`src/rtl/strobe_gen.sv`:
```
// Programmable sample-rate strobe generator: NCH phase-staggered strobes, a 50% duty
// divided clock, a period-end pulse and a strobe[0] sample counter, all registered.
module strobe_gen #(
  parameter int DIV_DEFAULT = 20,
  parameter int DW          = 16,
  parameter int NCH         = 2,
  parameter int PH_STEP     = 10,
  parameter int CW          = 32
) (
  input  logic           clk,
  input  logic           nrst,
  input  logic           en,
  input  logic           div_ld,
  input  logic [DW-1:0]  div_val,
  output logic [NCH-1:0] strobe,
  output logic           clk_out,
  output logic           period_end,
  output logic [CW-1:0]  sample_cnt,
  output logic           cfg_err
);

  localparam int            MAX_PH  = (NCH - 1) * PH_STEP;
  localparam logic [DW-1:0] DIV_DEF = DW'(DIV_DEFAULT);
  localparam logic          DEF_BAD = (MAX_PH >= DIV_DEFAULT);

  logic [DW-1:0]  cnt_q, cnt_d;
  logic [DW-1:0]  div_act_q, div_shd_q;
  logic           pend_q;
  logic [NCH-1:0] strobe_q;
  logic           clk_out_q, pe_q, err_q;
  logic [CW-1:0]  scnt_q;

  logic           wrap, ld_ok, ld_bad, apply, phase_bad;
  logic [DW-1:0]  div_nxt, half;
  logic [NCH-1:0] hit;

  // Per-channel phase decode; a phase at or beyond the period is never reached
  // because cnt always stays below div_act.
  for (genvar k = 0; k < NCH; k++) begin : g_ph
    assign hit[k] = (32'(cnt_q) == 32'(k * PH_STEP));
  end

  always_comb begin
    wrap      = en && (cnt_q == div_act_q - DW'(1));
    cnt_d     = wrap ? '0 : cnt_q + DW'(1);
    ld_ok     = div_ld && (div_val >= DW'(2));
    ld_bad    = div_ld && (div_val < DW'(2));
    // A load on the wrap edge takes effect at that same wrap.
    div_nxt   = ld_ok ? div_val : div_shd_q;
    apply     = wrap && (ld_ok || pend_q);
    phase_bad = (32'(MAX_PH) >= 32'(div_nxt));
    half      = div_act_q >> 1;
  end

  always_ff @(posedge clk) begin
    if (!nrst) begin
      cnt_q     <= '0;
      div_act_q <= DIV_DEF;
      div_shd_q <= DIV_DEF;
      pend_q    <= 1'b0;
      strobe_q  <= '0;
      clk_out_q <= 1'b0;
      pe_q      <= 1'b0;
      scnt_q    <= '0;
      err_q     <= DEF_BAD;
    end else begin
      if (en) begin
        cnt_q     <= cnt_d;
        strobe_q  <= hit;
        pe_q      <= wrap;
        clk_out_q <= (cnt_q < half);
        if (hit[0]) scnt_q <= scnt_q + CW'(1);
      end else begin
        strobe_q <= '0;
        pe_q     <= 1'b0;
      end

      if (apply) begin
        div_act_q <= div_nxt;
        pend_q    <= 1'b0;
      end else if (ld_ok) begin
        pend_q    <= 1'b1;
      end

      if (ld_ok) div_shd_q <= div_val;

      if (ld_bad || (apply && phase_bad)) err_q <= 1'b1;
    end
  end

  assign strobe     = strobe_q;
  assign clk_out    = clk_out_q;
  assign period_end = pe_q;
  assign sample_cnt = scnt_q;
  assign cfg_err    = err_q;

endmodule
```
`config.mk`:
```
export PLATFORM = sky130hd
export DESIGN_NAME = strobe_gen
export DESIGN_NICKNAME = d
export VERILOG_FILES = /design/src/rtl/strobe_gen.sv
export SDC_FILE = /design/constraint.sdc
export NUM_CORES = 1
export LEC_CHECK = 0
export CAP_MARGIN = 25
export CORE_ASPECT_RATIO = 0.75
export CORE_MARGIN = 2
export CORE_UTILIZATION = 60
export DETAILED_ROUTE_END_ITERATION = 16
export GPL_TIMING_DRIVEN = 0
export HOLD_SLACK_MARGIN = 0.15
export PLACE_DENSITY = 0.85
export SLEW_MARGIN = 20
export SYNTH_ARGS = -nofsm -noshare
export SYNTH_HDL_FRONTEND = slang
export SYNTH_SLANG_ARGS = --single-unit
export TNS_END_PERCENT = 30
```
`constraint.sdc`:
```
create_clock -name clk -period 5.05 [get_ports clk]
set_input_delay 0.505 -clock clk [delete_from_list [all_inputs] [get_ports clk]]
set_output_delay 0.505 -clock clk [all_outputs]
set_load 0.1 [all_outputs]
```
==> results of run 1 <==
-- cell families (layout without fill, tap and decap cells) --
logic type | count (synthesis) | after routing | share of synthesized area (%)
AOI/OAI and AO/OA | 48 | 48 | 7.27
xor gates and xnor gates | 62 | 62 | 11.6
adders and majority gates | 19 | 19 | 5.08
buffers and inverters | 44 | 112 | 4.06
DFF | 86 | 86 | 36.8
muxes | 30 | 30 | 7.56
and+or+nand+nor | 230 | 230 | 27.6
-- registers in the layout (all words and copies together) (netlist names) --
name	flops
div_shd_q	16
pend_q	1
clk_out	1
strobe	2
cnt_q	16
sample_cnt	32
period_end	1
div_act_q	16
cfg_err	1
-- how the worst max path moves through the flow --
stage | from | to | slack, ns | depth (start not counted)
after floorplan | div_act_q[0] | div_act_q[0] | 1.98 | 10
after global placement | div_val[11] | div_act_q[8] | 1.46 | 10
after detailed placement | div_val[11] | div_act_q[8] | 1.36 | 10
after CTS | div_act_q[0] | cnt_q[10] | 1.48 | 9
after global routing | div_act_q[0] | cnt_q[10] | 1.14 | 10
final | div_act_q[0] | cnt_q[10] | 1.41 | 10
-- power breakdown --
group          leakage, uW  switching (uW)  total, uW  internal (uW)
Combinational      0.00137            65.1        105           40.0
Clock             0.000108             243        567            323
Sequential        0.000697            11.3        702            690
-- area by class of cell --
class	count	area share, %
tap	101	2.27
timing repair buffer	54	9.70
inverter	25	1.68
multi-input combinational	389	49.7
clock inverter	4	1.75
sequential	86	30.9
clock buffer	10	2.29
buffer	19	1.73
-- through the flow --
| stage | setup WS, ns | total power, uW |
|---|---|---|
| final | 1.41 | 1370 |
| after global routing | 1.14 | 1420 |
| after CTS | 1.48 | 1380 |
| after detailed placement | 1.36 | 821 |
| after global placement | 1.46 | 818 |
| after floorplan | 1.98 | 782 |
-- layout by cell type, fill, tap and decap left out, types with 8 or more instances in the layout --
cell type        instances
clkbuf_1                16
clkbuf_8                 9
and3_1                   8
and2_1                  40
nor2_1                  31
nand2_1                 42
dfxtp_1                 86
ha_1                    19
mux2i_1                 14
nor2b_1                 20
inv_1                   25
nand4_1                 17
nand3_1                 20
nor3_1                  14
mux2_4                   9
nor4_1                   9
o21ai_0                 10
xor2_1                  26
clkdlybuf4s50_1         54
xnor2_1                 36
-- layer usage --
metal  track usage, %  routed length [um]  up-vias
met4             10.7                 227        0
li1                 -                   -     1927
met1             34.8                5050     1848
met2             43.5                4950      131
met3             7.06                 681       25
met5                0                   0        -
-- worst max-delay path, delay by kind of cell, from the launching register on --
family / cells / cell delay [ns]
compound gates: 3 / 1.40
xor+xnor: 1 / 0.15
fa+ha+maj: 1 / 0.22
buf+inv: 2 / 0.56
flops: 1 / 0.37
simple gates: 3 / 0.79
==> summary.txt, run 1 <==
Final layout
  • FF+latch area: 1720 um^2
  • Design Area, Final: 5570 um^2
  • P&R area growth vs syn: 19.1%
  • Final #Nets: 623
  • Multi-input gate area: 2770 um^2
  • Util after Layout: 74.6%
  • Layout fillers: 540
  • Number of diodes: 0
  • Cell Count, Final, Fillers Out: 688
  • Ratio of cells with drive above 1 in the final layout: 6.98%

Yosys
  • FFs w/ async S/R, synth: 0%
  • Yosys top cell area share: 36.8%
  • Post-Syn Nets: 558
  • Post-synth top flop: dfxtp_1
  • Post-synth top cells: 86 x dfxtp_1, 42 x nand2_1, 40 x and2_1
  • Gate count after technology mapping: 519
  • Synthesized area per cell: 9.02 um^2
  • Top cells by area, synth: dfxtp_1 37%, xnor2_1 6.7%, and2_1 5.3%
  • Cell taking the most area after synthesis: dfxtp_1
  • Count leader, synth: dfxtp_1
  • Synth cell types: 53
  • Yosys warns: 0
  • Seq/Total Area, Yosys: 36.8%
  • Synthesized flop and latch total: between 80 and 90
  • Cell Area, Synth: 4680 um^2
  • EDFF count, synth: 0

Worst setup path
  • CP arrival: 3.87 ns
  • Crit-path slowest cell: o31ai_1
  • Required time worst endpoint: 5.28 ns
  • RR Startpoint: div_act_q[0]
  • Max stage delay on crit path: 0.78 ns
  • CP Max Fanout: 10
  • R2R setup slack: 1.41 ns
  • Worst Reg-to-Reg Cells: 10
  • CP cell instances: inv_1 -> ha_1 -> nor3b_1 -> nand2_1 -> xnor2_1 -> a211o_1 -> a211o_1 -> o31ai_1 -> clkbuf_1 -> nor2_1
  • CP startpoint kind: flop
  • Crit path kind: flop to flop
  • Most common cell on crit path: a211o_1
  • Reg2reg end: cnt_q[10]
  • CP endpoint kind: flop

Placement
  • HPWL Detailed: 8220 um
  • Port bufs: 54
  • Placed inst area: 5350 um^2
  • GP Congestion: 0.875
  • Placed cells: just under 700

Clock tree
  • CTS resizes: 0
  • Worst-Skew Late Latency: 0.37 ns
  • Cts bufs inserted: 9
  • Post-CTS Hold Buffers: 0
  • Clock sink count: 86
  • Clock Tree Root: clkbuf_8
  • Worst-path clk slew: 0.09 ns
  • Post-CTS Setup Bufs: 0
  • Max clock buf depth: 2
  • Htree depth: 3
  • CTS tree: done

Min path
  • WHS Path Cells: 2
  • Worst hold endpoint: pend_q
  • Min-delay src: pend_q
  • Hold Path Class: flop to flop

Run status
  • Outcome: finished, final reports clean

Drt
  • Vias per cell: 5.71
  • ANT nets after route: 0
  • Initial DRC Count: approximately 220
  • Routed WL: 10900 um
  • Total number of vias: 3931
  • DRC viols: 0
  • WL/cell: 15.9 um
  • DR pass1 iterations: 5

Global routing
  • Wire length of the first global-routing pass: 18000 um
  • Pin count of the biggest net entering global routing: 14
  • Grt total ovfl: 0
  • Initial antenna violation count: 0
  • All-Layer GR Usage: 27.0%
  • Vias in the first global route: 3797

STA
  • Clk_skew: 0.00978 ns
  • Final Max Tran Viols: 0
  • Endpoints failing setup: 0
  • Tmin final: approximately 3.6 ns
  • Total negative slack: 0 ns
  • Max_slew headroom: 33.9%
  • Hold Vio Cnt, Final: 0
  • Fmax: between 200 and 300 MHz
  • Worst Max-Slew Pin Slew: 0.989 ns
  • RSZ-0062 raised after global routing: no
  • Tcrit/Tclk final: 72.1%
  • Hold_ws: 0.494 ns

Flow run
  • Max cap viols: 0

Power and ir drop
  • VDD IR max: 152 uV
  • Power per standard cell area: ~250 nW/um^2
  • Static leakage: 0.00218 uW

Floorplanning
  • Die Wd: 106 um
  • Die area: 8530 um^2
  • Row count: 27
  • Die Span Y: 80.5 um
  • Initial core utilization: approximately 63%
  • Core ar.: 7470 um^2
  • Io pins: 57
Note: power is estimated with default switching activity, not from simulation.
==> inputs of run 2 (changes only) <==
--- a/config.mk
+++ b/config.mk
@@ -8,11 +8,11 @@
 export CAP_MARGIN = 25
 export CORE_ASPECT_RATIO = 0.75
 export CORE_MARGIN = 2
-export CORE_UTILIZATION = 60
+export CORE_UTILIZATION = 51
 export DETAILED_ROUTE_END_ITERATION = 16
 export GPL_TIMING_DRIVEN = 0
 export HOLD_SLACK_MARGIN = 0.15
-export PLACE_DENSITY = 0.85
+export PLACE_DENSITY = 0.77
 export SLEW_MARGIN = 20
 export SYNTH_ARGS = -nofsm -noshare
 export SYNTH_HDL_FRONTEND = slang
==> constraint.sdc (replaced) <==
create_clock -name clk -period 3.2 [get_ports clk]
set_input_delay 0.32 -clock clk [delete_from_list [all_inputs] [get_ports clk]]
set_output_delay 0.32 -clock clk [all_outputs]
set_load 0.1 [all_outputs]
==> run 2 against run 1 <==
Against the previous run: setup slack worse by 1.3 ns; first-iteration DRC count down 6.4%; critical path depth unchanged; largest cell class unchanged.
==> summary.txt, run 2 (synthesis results as in run 1) <==
Final layout
  • Multi-input gate area: approximately 2800 um^2
  • Layout fillers: 756
  • Most frequent cells in the layout: 84 x dfxtp_1, 54 x clkdlybuf4s50_1, 42 x nand2_1
  • Most common library cell in the layout ignoring fill and taps: dfxtp_1
  • Number of diodes: 0
  • P&R area growth vs syn: 22.2%
  • Design Area, Final: 5720 um^2
  • FF+latch area: between 1500 and 2000 um^2
  • Max reg flops: 32
  • Ratio of cells with drive above 1 in the final layout: under 10%
  • Final #Nets: roughly 630

STA
  • Worst Max-Slew Pin Slew: roughly 0.99 ns
  • Max_slew headroom: 33.8%
  • Hold_ws: around 0.41 ns
  • Endpoints failing setup: 0
  • Final Max Tran Viols: 0
  • Tcrit/Tclk final: 96.9%
  • Fmax: 322 MHz
  • Hold Vio Cnt, Final: 0
  • Tmin final: 3.10 ns
  • RSZ-0062 raised after global routing: yes
  • Clk_skew: approximately 0.0076 ns
  • Post-route setup slack: around 0.1 ns

Floorplanning
  • Die area: 9970 um^2
  • Core ar.: approximately 9000 um^2
  • Die Span Y: 87.0 um
  • Initial core utilization: 52.2%
  • Die Wd: about 110 um
  • Row count: 30
  • Io pins: 57

Drt
  • Routed WL: 11300 um
  • WL/cell: 16.1 um
  • ANT nets after route: 0
  • Vias per cell: ~5.6
  • Total number of vias: 3919
  • DR pass1 iterations: 5
  • DRC viols: 0
  • Initial DRC Count: slightly above 200

Power and ir drop
  • Static leakage: around 0.0022 uW
  • Power per standard cell area: between 400 and 500 nW/um^2
  • VDD IR max: 301 uV

Clock tree
  • Clock Tree Root: clkbuf_16
  • CTS tree: done
  • Clock sink count: between 80 and 90
  • Post-CTS Hold Buffers: 0
  • Max clock buf depth: 2
  • Worst-path clk slew: approximately 0.06 ns
  • Cts bufs inserted: 9
  • Htree depth: 3
  • Worst-Skew Late Latency: 0.34 ns

Worst setup path
  • Worst Reg-to-Reg Cells: 10
  • Required time worst endpoint: 3.43 ns
  • CP startpoint kind: flop
  • CP arrival: about 3.3 ns
  • Reg2reg end: div_act_q[5]
  • RR Startpoint: div_act_q[0]
  • R2R setup slack: 0.1 ns
  • CP endpoint kind: flop
  • CP Max Fanout: 10
  • Worst Setup EP: div_act_q[5]
  • CP Launch Point: div_act_q[0]
  • Crit path kind: flop to flop

Placement
  • Placed inst area: 5360 um^2
  • GP Congestion: between 0.8 and 0.9
  • Setup WS pre-CTS: -0.309 ns
  • Port bufs: 54
  • HPWL Detailed: 8520 um

Min path
  • Hold Path Class: input pin to flop
  • WHS Path Cells: 3

Global routing
  • Grt total ovfl: 0
  • Pin count of the biggest net entering global routing: 15
  • All-Layer GR Usage: 23.5%
  • Wire length of the first global-routing pass: 18500 um
  • Initial antenna violation count: 0
  • Vias in the first global route: ~3900

Flow run
  • Max cap viols: 0

Run status
  • Outcome: finished, final reports clean
[run 2: worst max-delay path: stages, from the launching register on]
cell,delay [ns]
dfxtp_4,0.37
inv_2,0.07
ha_4,0.15
or4b_4,0.50
nor4_2,0.25
xnor2_1,0.19
o2111ai_1,0.14
a211o_1,0.29
or4_4,0.56
buf_12,0.18
mux2_4,0.29
[run 2: worst min-delay path by stage]
| stage | endpoint | startpoint |
|---|---|---|
| 2_1_floorplan | pend_q | pend_q |
| 3_3_place_gp | pend_q | pend_q |
| 3_5_place_dp | pend_q | pend_q |
| 4_1_cts | div_shd_q[13] | div_ld |
| 5_1_grt | div_shd_q[7] | nrst |
| 6_report | div_shd_q[13] | div_ld |
[run 2: power by group]
group	total, uW	leakage [uW]	switching [uW]	internal (uW)
Combinational	170	0.00140	105	64.5
Sequential	1110	0.000699	16.9	1090
Clock	1080	0.000152	432	647
[run 2: routing by layer]
metal  share of wire (%)  up-vias  track usage [%]
li1                    -     1934                -
met5                   0        -                0
met3                 5.4       17             5.29
met2                  45       97             36.9
met4                 1.5        0             7.76
met1                  48     1871             32.0
[run 2: what timing repair did]
| item | CTS | global route |
|---|---|---|
| endpoints found under the setup margin | 19 | 23 |
| pin swaps | 1 | 2 |
| cloned | 0 | 0 |
| gates resized for setup | 5 | 8 |
| buffers inserted | 0 | 2 |
[run 2: cell type report]
class	count	share of cell area, %
Tap cell	112	2.45
Multi-Input combinational cell	389	49.0
Clock buffer	11	4.42
Inverter	25	1.64
Sequential cell	86	30.2
Timing Repair Buffer	57	9.80
Buffer	18	1.53
Clock inverter	5	0.984
[run 2: stage by stage]
step	total power [uW]	setup TNS (ns)	utilization [%]	instances
2_1_floorplan	1230	0	-	519
3_3_place_gp	1290	-5.04	59.8	685
3_5_place_dp	1300	-6.67	59.8	685
4_1_cts	2370	0	63.3	701
5_1_grt	2420	-0.290	63.8	703
6_report	2360	0	63.8	703
